$ cat src/rtl/reverb_mem_sequencer.sv
// reverb_mem_sequencer: feedback comb reverb y[n] = x[n] + alpha*y[n-DELAY] over a single-port RAM
// Ports:
//   clk, rst           clock (rising edge), asynchronous active-high reset
//   i_start            one-cycle pulse, accepted only when idle
//   i_sample_count     sample count N, latched on accepted start
//   i_alpha            signed Q1.15 feedback gain, latched on accepted start
//   o_busy, o_done     pass in progress / one-cycle completion pulse
//   o_mem_we, o_mem_addr, o_mem_wdata, i_mem_rdata   registered RAM master bus
// Build option: define REVERB_SAT_EN to saturate y to 16 bits instead of wrapping.
module reverb_mem_sequencer #(
    parameter int ADDR_W   = 18,
    parameter int DATA_W   = 32,
    parameter int IN_BASE  = 0,
    parameter int OUT_BASE = 100000,
    parameter int DELAY    = 2205,
    parameter int FRAC     = 15
) (
    input  logic              clk,
    input  logic              rst,
    input  logic              i_start,
    input  logic [ADDR_W-1:0] i_sample_count,
    input  logic [15:0]       i_alpha,
    output logic              o_busy,
    output logic              o_done,
    output logic              o_mem_we,
    output logic [ADDR_W-1:0] o_mem_addr,
    output logic [DATA_W-1:0] o_mem_wdata,
    input  logic [DATA_W-1:0] i_mem_rdata
);
    localparam logic [ADDR_W-1:0] L_IN    = ADDR_W'(IN_BASE);
    localparam logic [ADDR_W-1:0] L_OUT   = ADDR_W'(OUT_BASE);
    localparam logic [ADDR_W-1:0] L_DELAY = ADDR_W'(DELAY);

    typedef enum logic [2:0] {S_IDLE, S_RX, S_CX, S_RY, S_CY, S_WR, S_FIN} state_t;

    state_t              r_state, w_state;
    logic [ADDR_W-1:0]   r_n, w_n, r_cnt, w_cnt, r_addr, w_addr;
    logic [15:0]         r_alpha, w_alpha, r_x, w_x;
    logic                r_busy, w_busy, r_done, w_done, r_we, w_we;
    logic [DATA_W-1:0]   r_wdata, w_wdata;
    logic                w_early;
    logic [15:0]         w_rd;
    logic signed [15:0]  w_yd;
    logic signed [31:0]  w_p;
    logic [16:0]         w_s;
    logic [17:0]         w_sum;
    logic [15:0]         w_y;

    assign w_early = r_n < L_DELAY;
    assign w_rd    = 16'(i_mem_rdata);
    // y[n-DELAY] is consumed straight off the bus in CY so y is ready for the registered write
    assign w_yd    = w_early ? 16'sd0 : $signed(w_rd);
    assign w_p     = $signed(r_alpha) * w_yd;
    assign w_s     = 17'(w_p >>> FRAC);
    assign w_sum   = {{2{r_x[15]}}, r_x} + {w_s[16], w_s};
`ifdef REVERB_SAT_EN
    assign w_y     = (w_sum[17:15] == 3'b000 || w_sum[17:15] == 3'b111) ? 16'(w_sum) :
                     (w_sum[17] ? 16'h8000 : 16'h7FFF);
`else
    assign w_y     = 16'(w_sum);
`endif

    always_comb begin
        w_state = r_state;
        w_n     = r_n;
        w_cnt   = r_cnt;
        w_alpha = r_alpha;
        w_x     = r_x;
        w_busy  = r_busy;
        w_done  = 1'b0;
        w_we    = 1'b0;
        w_addr  = r_addr;
        w_wdata = r_wdata;
        case (r_state)
            S_IDLE: if (i_start) begin
                w_cnt   = i_sample_count;
                w_alpha = i_alpha;
                w_n     = '0;
                w_busy  = 1'b1;
                w_state = (i_sample_count == '0) ? S_FIN : S_RX;
                w_addr  = (i_sample_count == '0) ? r_addr : L_IN;
            end
            S_RX: w_state = S_CX;
            S_CX: begin
                w_state = S_RY;
                w_x     = w_rd;
                w_addr  = w_early ? L_OUT : L_OUT + r_n - L_DELAY;
            end
            S_RY: w_state = S_CY;
            S_CY: begin
                w_state = S_WR;
                w_addr  = L_OUT + r_n;
                w_we    = 1'b1;
                w_wdata = {{(DATA_W-16){w_y[15]}}, w_y};
            end
            S_WR: if (r_n == r_cnt - 1'b1) begin
                w_state = S_FIN;
            end else begin
                w_state = S_RX;
                w_n     = r_n + 1'b1;
                w_addr  = L_IN + r_n + 1'b1;
            end
            S_FIN: begin
                w_state = S_IDLE;
                w_busy  = 1'b0;
                w_done  = 1'b1;
            end
            default: w_state = S_IDLE;
        endcase
    end

    always_ff @(posedge clk or posedge rst) begin
        if (rst) begin
            r_state <= S_IDLE;
            r_n     <= '0;
            r_cnt   <= '0;
            r_alpha <= '0;
            r_x     <= '0;
            r_busy  <= 1'b0;
            r_done  <= 1'b0;
            r_we    <= 1'b0;
            r_addr  <= '0;
            r_wdata <= '0;
        end else begin
            r_state <= w_state;
            r_n     <= w_n;
            r_cnt   <= w_cnt;
            r_alpha <= w_alpha;
            r_x     <= w_x;
            r_busy  <= w_busy;
            r_done  <= w_done;
            r_we    <= w_we;
            r_addr  <= w_addr;
            r_wdata <= w_wdata;
        end
    end

    assign o_busy      = r_busy;
    assign o_done      = r_done;
    assign o_mem_we    = r_we;
    assign o_mem_addr  = r_addr;
    assign o_mem_wdata = r_wdata;
endmodule

$ cat config.mk
export PLATFORM = sky130hd
export DESIGN_NAME = reverb_mem_sequencer
export DESIGN_NICKNAME = d
export VERILOG_FILES = /design/src/rtl/reverb_mem_sequencer.sv
export SDC_FILE = /design/constraint.sdc
export NUM_CORES = 1
export LEC_CHECK = 0
export ABC_AREA = 0
export BUFFER_PORTS_ARGS = -buffer_cell sky130_fd_sc_hd__buf_4
export CORE_ASPECT_RATIO = 1.4
export CORE_MARGIN = 4
export CORE_UTILIZATION = 45
export DETAILED_ROUTE_END_ITERATION = 10
export PLACE_DENSITY = 0.67
export SYNTH_ARGS = -nofsm -noshare
export SYNTH_HDL_FRONTEND = slang
export SYNTH_SLANG_ARGS = --single-unit
$ cat constraint.sdc
create_clock -name clk -period 19.15 [get_ports clk]
set_clock_uncertainty 0.2 [all_clocks]
set_input_delay 0 -clock clk [delete_from_list [all_inputs] [get_ports clk]]
set_output_delay 0 -clock clk [all_outputs]
set_load 0.01 [all_outputs]
==> metrics.md, run 1 <==
| Metric | Value |
|---|---|
| Status | finished, violations left |
| Violated checks | hold timing |
| Router iterations before antenna repair | 5 |
| Critical path's slowest cell | buf_4 |
| Worst R2R Start | r_n[0] |
| Vias post-DR | roughly 12,000 |
| Total CTS buffers | 9 |
| Worst vdd ir | around 0.050 mV |
| Detailed placement HPWL | around 32 mm |
| Initial Util | a little under half |
| H-Tree Depth | 3 |
| GPL Wtd Cong | approximately 0.87 |
| Critical Path Sink Type | register |
| Yosys top cell by area | fa_1 |
| Top cell type's share of synthesized area | between 30% and 40% |
| Fill count | around 3,200 |
| Slew @ Worst Pin | 0.9889 ns |
| Top post-synthesis cells by area | fa_1 (32%), dfrtp_1 (17%), ha_1 (7.7%) |
| Vias/cell | approximately 5.5 |
| Post-CTS Resized | 0 |
| DRC | 0 |
| Worst hold slack | -0.0001641 ns |
| Pin count of the biggest net entering global routing | 102 |
| Setup violators final | 0 |
| Final Hold Vio Count | 1 |
| Share of layout cells above drive strength 1 | 12.39% |
| Die height | roughly 230 um |
| Area growth from synthesis to layout | 11.00% |
| Max clock buf depth | 2 |
| Avg Inst Size Synth | around 9.3 um^2 |
| Setup Buffers After CTS | 0 |
| Crit path buffers/inverters | 7 |
| Horiz. Die Dim | roughly 170 um |
| Final nets | 2,219 |
| FP Rows | between 80 and 90 |
| IO buf count | around 110 |
| Worst EP required | between 15 and 20 ns |
| Worst setup path startpoint | r_n[0] |
| Vias in the first global route | 13,650 |
| Root Buffer | clkbuf_16 |
| Routed wire length | approximately 41 mm |
| Clk sink count | roughly 110 |
| Yosys cell types | 75 |
| Mapped Nets | roughly 2,200 |
| Hold Path Class | in -> async |
| Detailed Route Iter0 Violations | between 700 and 800 |
| Leakage | between 9 and 10 nW |
| I/O pin cnt | 122 |
| Synth Register Bits | approximately 110 |
| Tcrit/Tclk final | a little under three fifths |
| WL/cell | 18.32 um |
| Grt ovf | 0 |
| Commonest non-fill, non-tap cell in the layout | inv_1 |
| Fin. max-slew vios | 0 |
| Tmin final | roughly 11 ns |
| Startpoint type of the worst setup path | register |
| Power Total | roughly 0.57 mW |
| Critical path fanouts, max | 101 |
| Clk slew on worst S/H paths | approximately 0.08 ns |
| Most frequent cells in the layout | inv_1 (310), fa_1 (256), nand2_1 (175) |
| Clock insertion delay at the later pin of the skew report | roughly 0.37 ns |
| Initial antenna violation count | 1 |
| Total GRT Usage | approximately 22% |
| Core box area | between 30,000 and 40,000 um^2 |
| Pwr Density | about 32 nW/um^2 |
| Critical path class | reg -> reg |
| Setup Total Neg Slack | 0 ns |
| First-pass GRT wire length | roughly 69 mm |
| Antenna Violating Nets Remaining | 0 |
| Die area | 38,940 um^2 |
| CP arrival | approximately 11 ns |
| FFs w/ async S/R, synth | 100.0% |
| Max-slew headroom | 34.07% |
| Post-Syn Area | 16,110 um^2 |
| Cts hold-fix bufs | 52 |
| F_max | approximately 94 MHz |
| EDFF count, synth | 0 |
| Sequential share of the synthesized area | between 15 and 20% |
| CP top delay family | adder cells |
| Most used DFF post-synth | dfrtp_1 |
| Synth Instances | 1,726 |
| RSZ-0062 raised after global routing | false |
| Max_cap viols | 0 |
| CP max stage delay | 0.65 ns |
| CTS tree | yes |
| Yosys warns | 0 |
-- worst register-to-register path, delay by kind of cell (launching register included) --
| family | cells | cell delay [ns] |
|---|---|---|
| compound gates | 10 | 2.09 |
| flops | 1 | 0.51 |
| simple gates | 12 | 2.54 |
| buf+inv | 7 | 1.07 |
| fa+ha+maj | 9 | 4.07 |
-- cell usage after synthesis, types with 6 or more instances --
master      n
or2_2      12
nand4_1     8
nor2_1     68
buf_1       6
xnor2_1    49
nand3_1    41
fa_1      256
nand2_1   175
and2_1     21
a211oi_1    6
ha_1       99
a21oi_1    40
dfrtp_1   108
o21ai_0    37
o21a_1     10
inv_1     311
a21o_1      9
buf_4      17
nor4_1      9
xor2_1     34
mux2_2     62
clkbuf_1   78
nor3_1     18
and3_1    124
mux2i_1     9
-- worst paths after layout --
kind                                   endpoint  cells after the start  slack [ns]
worst min-delay path                   o_mem_we                      3     -0.0002
worst max-delay path            o_mem_wdata[14]                     38        8.56
max in group asynchronous           r_alpha[15]                      4       17.43
min in group clk                      r_cnt[13]                      3        0.20
worst min register to register   o_mem_wdata[9]                      2        0.28
worst max register to register  o_mem_wdata[14]                     38        8.56
-- report_power, final --
group / switching, mW / total, mW / internal, mW
logic: 0.0644 / 0.121 / 0.0562
clock network: 0.104 / 0.199 / 0.0949
registers: 0.00850 / 0.245 / 0.237
total: 0.177 / 0.565 / 0.388
-- cell families after synthesis --
| logic type | share of synthesized area [%] |
|---|---|
| and+or+nand+nor | 16.17 |
| xor gates and xnor gates | 4.512 |
| DFF | 16.77 |
| muxes | 5.358 |
| buffers and inverters | 10.27 |
| adders and majority gates | 39.49 |
| AOI/OAI and AO/OA | 7.424 |
-- through the flow --
stage	std cells	setup WS, ns	hold WS (ns)	utilization [%]	cell area, um^2
6_report	2259	8.560	-0.0001641	50.86	17890
5_1_grt	2256	7.958	0.05185	50.84	17880
4_1_cts	2256	8.609	0.02042	50.84	17880
3_5_place_dp	2188	8.676	-0.1516	48.47	17050
3_3_place_gp	2188	8.672	-0.1547	48.47	17050
2_1_floorplan	1726	9.898	-0.08316	-	16110
-- final cells by class --
type	instances	area, um^2	area share, %
multi-input cells	1200	11760	65.74
well taps	456	570.5	3.190
diodes	3	7.507	0.04197
clock inverters	7	87.58	0.4897
clock buffers	9	225.2	1.259
flip-flops and latches	108	2703	15.11
inverters	312	1174	6.562
repair buffers	164	1361	7.611
-- routing by layer --
| layer | vias to the layer above | wire length, um | part of all wire [%] | global-route usage [%] |
|---|---|---|---|---|
| met5 | - | 32 | 0.077 | 0 |
| met4 | 4 | 2056 | 5.0 | 9.490 |
| met3 | 125 | 2151 | 5.2 | 2.725 |
| met2 | 407 | 22610 | 55 | 41.99 |
| met1 | 6271 | 14530 | 35 | 24.42 |
| li1 | 5639 | - | - | - |
-- registers in the layout (all words and copies together), names as in the netlist --
register / cells
o_busy: 1
o_done: 1
o_mem_addr: 18
o_mem_wdata: 16
o_mem_we: 1
r_alpha: 16
r_cnt: 18
r_n: 18
r_state: 3
r_x: 16
No activity file was read; power rests on OpenSTA's default activity.
==> inputs of run 2 (changes only) <==
==> constraint.sdc (replaced) <==
create_clock -name clk -period 11.1 [get_ports clk]
set_clock_uncertainty 0.2 [all_clocks]
set_input_delay 0 -clock clk [delete_from_list [all_inputs] [get_ports clk]]
set_output_delay 0 -clock clk [all_outputs]
set_load 0.01 [all_outputs]
==> metrics.md, run 2 (same netlist as run 1, synthesis figures left out) <==
| Metric | Value |
|---|---|
| Max_cap viols | 0 |
| DRC | 0 |
| GPL Wtd Cong | 0.8739 |
| CP arrival | about 10 ns |
| Share of layout cells above drive strength 1 | roughly an eighth |
| Most frequent cells in the layout | inv_1 (310), fa_1 (256), nand2_1 (175) |
| Root Buffer | clkbuf_16 |
| Clk slew on worst S/H paths | around 0.09 ns |
| Sw Pwr | just over 0.3 mW |
| Die area | ~39,000 um^2 |
| Worst EP required | between 10 and 15 ns |
| Vias post-DR | about 13,000 |
| WL/cell | between 15 and 20 um |
| Switching portion of total power | a little under a third |
| Tmin final | 9.980 ns |
| Most Frequent Cell on Critical Path | fa_1 |
| Leakage | approximately 9 nW |
| Grt ovf | 0 |
| Antenna Violating Nets Remaining | 0 |
| Critical path class | reg -> reg |
| Vias/cell | ~5.5 |
| Cts hold-fix bufs | 52 |
| Setup violators final | 0 |
| P_int | between 0.6 and 0.7 mW |
| Startpoint type of the worst setup path | register |
| Router iterations before antenna repair | 5 |
| Status | completed |
| Pwr Density | roughly 55 nW/um^2 |
| Total CTS buffers | 9 |
| Setup Buffers After CTS | 0 |
| Clock insertion delay at the later pin of the skew report | approximately 0.37 ns |
| Initial Util | a little under half |
| Detailed placement HPWL | 32.34 mm |
| Final nets | 2,226 |
| Core box area | between 30,000 and 40,000 um^2 |
| Pin count of the biggest net entering global routing | 76 |
| Comb pwr share | 21.2% |
| Final Hold Vio Count | 0 |
| Vias in the first global route | between 10,000 and 15,000 |
| DP Worst Slack | 1.219 ns |
| F_max | 100.2 MHz |
| Fill count | about 3,300 |
| Tcrit/Tclk final | 89.91% |
| Post-CTS Resized | 0 |
| Critical path's slowest cell | fa_1 |
| Seq pwr share | 43.2% |
| Area growth from synthesis to layout | 11.37% |
| H-Tree Depth | 3 |
| Power Total | between 0.9 and 1 mW |
| Initial antenna violation count | 0 |
| CP top delay family | adder cells |
| Max-slew headroom | approximately 29% |
| IO buf count | roughly 110 |
| First-pass GRT wire length | between 60 and 70 mm |
| FP Rows | 81 |
| Detailed Route Iter0 Violations | 714 |
| Commonest non-fill, non-tap cell in the layout | inv_1 |
| Crit path buffers/inverters | 7 |
| Max clock buf depth | 2 |
| CP max stage delay | roughly 0.55 ns |
| RSZ-0062 raised after global routing | false |
| Hold Path Class | in -> async |
| Critical Path Sink Type | register |
| Die height | ~230 um |
| CTS tree | yes |
| Final worst setup slack | about 1.1 ns |
| Slew @ Worst Pin | 1.062 ns |
| Routed wire length | ~42 mm |
| Fin. max-slew vios | 0 |
| Horiz. Die Dim | 167.9 um |
| I/O pin cnt | ~120 |
| Clk sink count | 108 |
| Total GRT Usage | around 22% |
| Critical path fanouts, max | 72 |
| Setup Total Neg Slack | 0 ns |
| Clock Power Share | between 30% and 40% |
| Worst vdd ir | about 0.071 mV |
==> run 2: per-stage QoR <==
stage / util (%) / instances / hold slack [ns] / area (um^2)
after floorplan: - / 1726 / -0.08316 / 16110
after global placement: 48.62 / 2195 / -0.1512 / 17100
after detailed placement: 48.62 / 2195 / -0.1495 / 17100
after CTS: 51.01 / 2263 / 0.02073 / 17940
after global routing: 51.01 / 2263 / 0.04820 / 17940
final: 51.03 / 2265 / 0.008896 / 17940
==> run 2: metal layers <==
layer / GRT usage [%] / vias to the layer above / share of wire (%) / routed length (um)
met1: 24.76 / 6364 / 36 / 15150
li1: - / 5671 / - / -
met2: 41.40 / 369 / 54 / 22410
met3: 2.146 / 126 / 4.2 / 1753
met4: 11.22 / 0 / 5.7 / 2375
met5: 0 / - / 0 / 0
==> run 2: worst min-delay path, cell delays in order <==
cell           delay (ns)
dlygate4sd3_1        0.54
buf_4                0.14
inv_4                0.34
==> run 2: final cells by class <==
type                       instances  area (um^2)  share of cell area (%)
sequential                       108         2703                   15.06
clock inverter                     7        96.34                  0.5369
clock buffer                       9        225.2                   1.255
inverter                         312         1174                   6.540
multi-input combinational       1200        11760                   65.52
antenna                            2        5.005                 0.02789
timing repair buffer             171         1414                   7.879
tap                              456        570.5                   3.179
==> run 2: power by group through the flow <==
stage	Clock [mW]	Sequential, mW	Combinational [mW]
6_report	0.348	0.423	0.208
5_1_grt	0.372	0.425	0.229
4_1_cts	0.358	0.424	0.210
3_5_place_dp	0	0.431	0.195
3_3_place_gp	0	0.431	0.192
2_1_floorplan	0	0.433	0.111
==> run 2: worst paths after layout <==
path	from	endpoint	slack, ns	cells past startpoint
setup / recovery	r_n[0]	o_mem_wdata[14]	1.12	37
hold / removal	rst	o_mem_we	0.009	3
setup reg to reg	r_n[0]	o_mem_wdata[14]	1.12	37
hold reg to reg	o_mem_wdata[9]	o_mem_wdata[9]	0.28	2
max in group asynchronous	rst	r_x[10]	9.36	4
min in group clk	i_sample_count[0]	r_cnt[0]	0.20	4
==> inputs of run 3 (changes only) <==
--- a/config.mk
+++ b/config.mk
@@ -6,12 +6,12 @@
 export NUM_CORES = 1
 export LEC_CHECK = 0
 export ABC_AREA = 0
-export BUFFER_PORTS_ARGS = -buffer_cell sky130_fd_sc_hd__buf_4
 export CORE_ASPECT_RATIO = 1.4
 export CORE_MARGIN = 4
 export CORE_UTILIZATION = 45
 export DETAILED_ROUTE_END_ITERATION = 10
-export PLACE_DENSITY = 0.67
+export DONT_BUFFER_PORTS = 1
+export PLACE_DENSITY = 0.64
 export SYNTH_ARGS = -nofsm -noshare
 export SYNTH_HDL_FRONTEND = slang
 export SYNTH_SLANG_ARGS = --single-unit
==> metrics.md, run 3 (same netlist as run 1, synthesis figures left out) <==
| Metric | Value |
|---|---|
| Root Buffer | clkbuf_16 |
| Comb pwr share | between 10% and 20% |
| Clock insertion delay at the later pin of the skew report | 0.37 ns |
| Worst vdd ir | about 0.063 mV |
| DRC | 0 |
| IO buf count | 0 |
| Most frequent cells in the layout | inv_1 (310), fa_1 (256), nand2_1 (175) |
| Initial antenna violation count | 0 |
| H-Tree Depth | 3 |
| Worst reg2reg setup slack | between 0.7 and 0.8 ns |
| Critical path's slowest cell | fa_1 |
| Critical path class | reg -> reg |
| Max clock buf depth | 2 |
| Detailed placement HPWL | between 30 and 40 mm |
| Core box area | about 35,000 um^2 |
| P_int | ~0.63 mW |
| Critical Path Sink Type | register |
| Startpoint type of the worst setup path | register |
| CTS tree | yes |
| Pwr Density | around 53 nW/um^2 |
| Crit path buffers/inverters | 5 |
| Power Total | around 0.91 mW |
| Most Frequent Cell on Critical Path | fa_1 |
| Commonest non-fill, non-tap cell in the layout | inv_1 |
| GPL Wtd Cong | 0.9131 |
| Vias in the first global route | approximately 14,000 |
| Final Hold Vio Count | 0 |
| Setup Total Neg Slack | 0 ns |
| Worst EP required | around 11 ns |
| RSZ-0062 raised after global routing | false |
| Post-CTS Resized | 0 |
| Detailed Route Iter0 Violations | approximately 600 |
| Status | completed |
| Setup violators final | 0 |
| FP Rows | approximately 80 |
| Stages on worst setup path | 36 |
| Pin count of the biggest net entering global routing | 56 |
| Grt ovf | 0 |
| I/O pin cnt | roughly 120 |
| Total GRT Usage | ~23% |
| Worst R2R Start | r_n[0] |
| Tmin final | about 10 ns |
| Sw Pwr | 0.2819 mW |
| Total CTS buffers | 9 |
| CP max stage delay | 0.59 ns |
| Worst Reg-to-Reg Cells | 36 |
| CP top delay family | adder cells |
| Antenna Violating Nets Remaining | 0 |
| Die height | 231.9 um |
| Clk sink count | 108 |
| Hold Path Class | in -> async |
| Routed wire length | ~43 mm |
| Vias/cell | roughly 5.6 |
| CP arrival | around 10 ns |
| Critical path fanouts, max | 55 |
| First-pass GRT wire length | just over 70 mm |
| Clk slew on worst S/H paths | 0.08 ns |
| Max-slew headroom | between 30% and 40% |
| Tcrit/Tclk final | 93.41% |
| WL/cell | about 20 um |
| Fin util | approximately half |
| Fin. max-slew vios | 0 |
| Vias post-DR | 12,200 |
| Horiz. Die Dim | about 170 um |
| Switching portion of total power | around 31% |
| Die area | a little under 40,000 um^2 |
| Seq pwr share | between 40% and 50% |
| Slew @ Worst Pin | 1.025 ns |
| Leakage | between 8 and 9 nW |
| RR Endpoint | o_mem_wdata[14] |
| Final nets | 2,122 |
| Initial Util | 45.82% |
| Router iterations before antenna repair | 5 |
| Clock Power Share | 37.3% |
| Share of layout cells above drive strength 1 | 7.457% |
| F_max | ~96 MHz |
| Max_cap viols | 0 |
| Area growth from synthesis to layout | 6.429% |
-- run 3: worst max path at each step --
stage / from / to / slack [ns]
after floorplan: r_n[0] / o_mem_wdata[14] / 1.85
after global placement: r_n[0] / o_mem_wdata[14] / 0.99
after CTS: r_n[0] / o_mem_wdata[14] / 0.81
after detailed placement: r_n[0] / o_mem_wdata[14] / 0.85
after global routing: r_n[0] / o_mem_wdata[15] / 0.09
final: r_n[0] / o_mem_wdata[14] / 0.73
-- run 3: layout make-up --
class / instances / area, um^2
Antenna cell: 2 / 5.005
Clock buffer: 9 / 225.2
Clock inverter: 7 / 80.08
Fill cell: 3359 / 18020
Inverter: 312 / 1174
Multi-Input combinational cell: 1200 / 11760
Sequential cell: 108 / 2704
Tap cell: 456 / 570.5
Timing Repair Buffer: 67 / 633.1
-- run 3: repair_timing --
item,4_1_cts,5_1_grt
setup buffers,0,0
hold endpoints to repair,106,0
hold buffers,52,0
-- run 3: stage by stage --
stage	hold WS (ns)	worst slack (ns)	instances	cell area, um^2
finish	0.04754	0.7318	2161	17150
global placement	-0.1699	0.9902	2091	16320
floorplan	-0.08316	1.848	1726	16110
CTS	0.05001	0.8059	2159	17140
detailed placement	-0.1567	0.8503	2091	16320
global route	0.09764	0.09035	2159	17140
-- run 3: power by group through the flow --
| stage | Sequential (mW) | Clock (mW) | Combinational [mW] |
|---|---|---|---|
| finish | 0.439 | 0.338 | 0.130 |
| global route | 0.442 | 0.365 | 0.148 |
| CTS | 0.440 | 0.348 | 0.132 |
| detailed placement | 0.448 | 0 | 0.113 |
| global placement | 0.448 | 0 | 0.110 |
| floorplan | 0.433 | 0 | 0.111 |
-- run 3: metal layers --
| metal | part of all wire, % | vias to the layer above | global-route usage [%] |
|---|---|---|---|
| li1 | - | 5458 | - |
| met1 | 36 | 6287 | 25.22 |
| met2 | 55 | 346 | 43.67 |
| met3 | 4.6 | 112 | 3.099 |
| met4 | 4.6 | 0 | 9.947 |
| met5 | 0 | - | 0 |
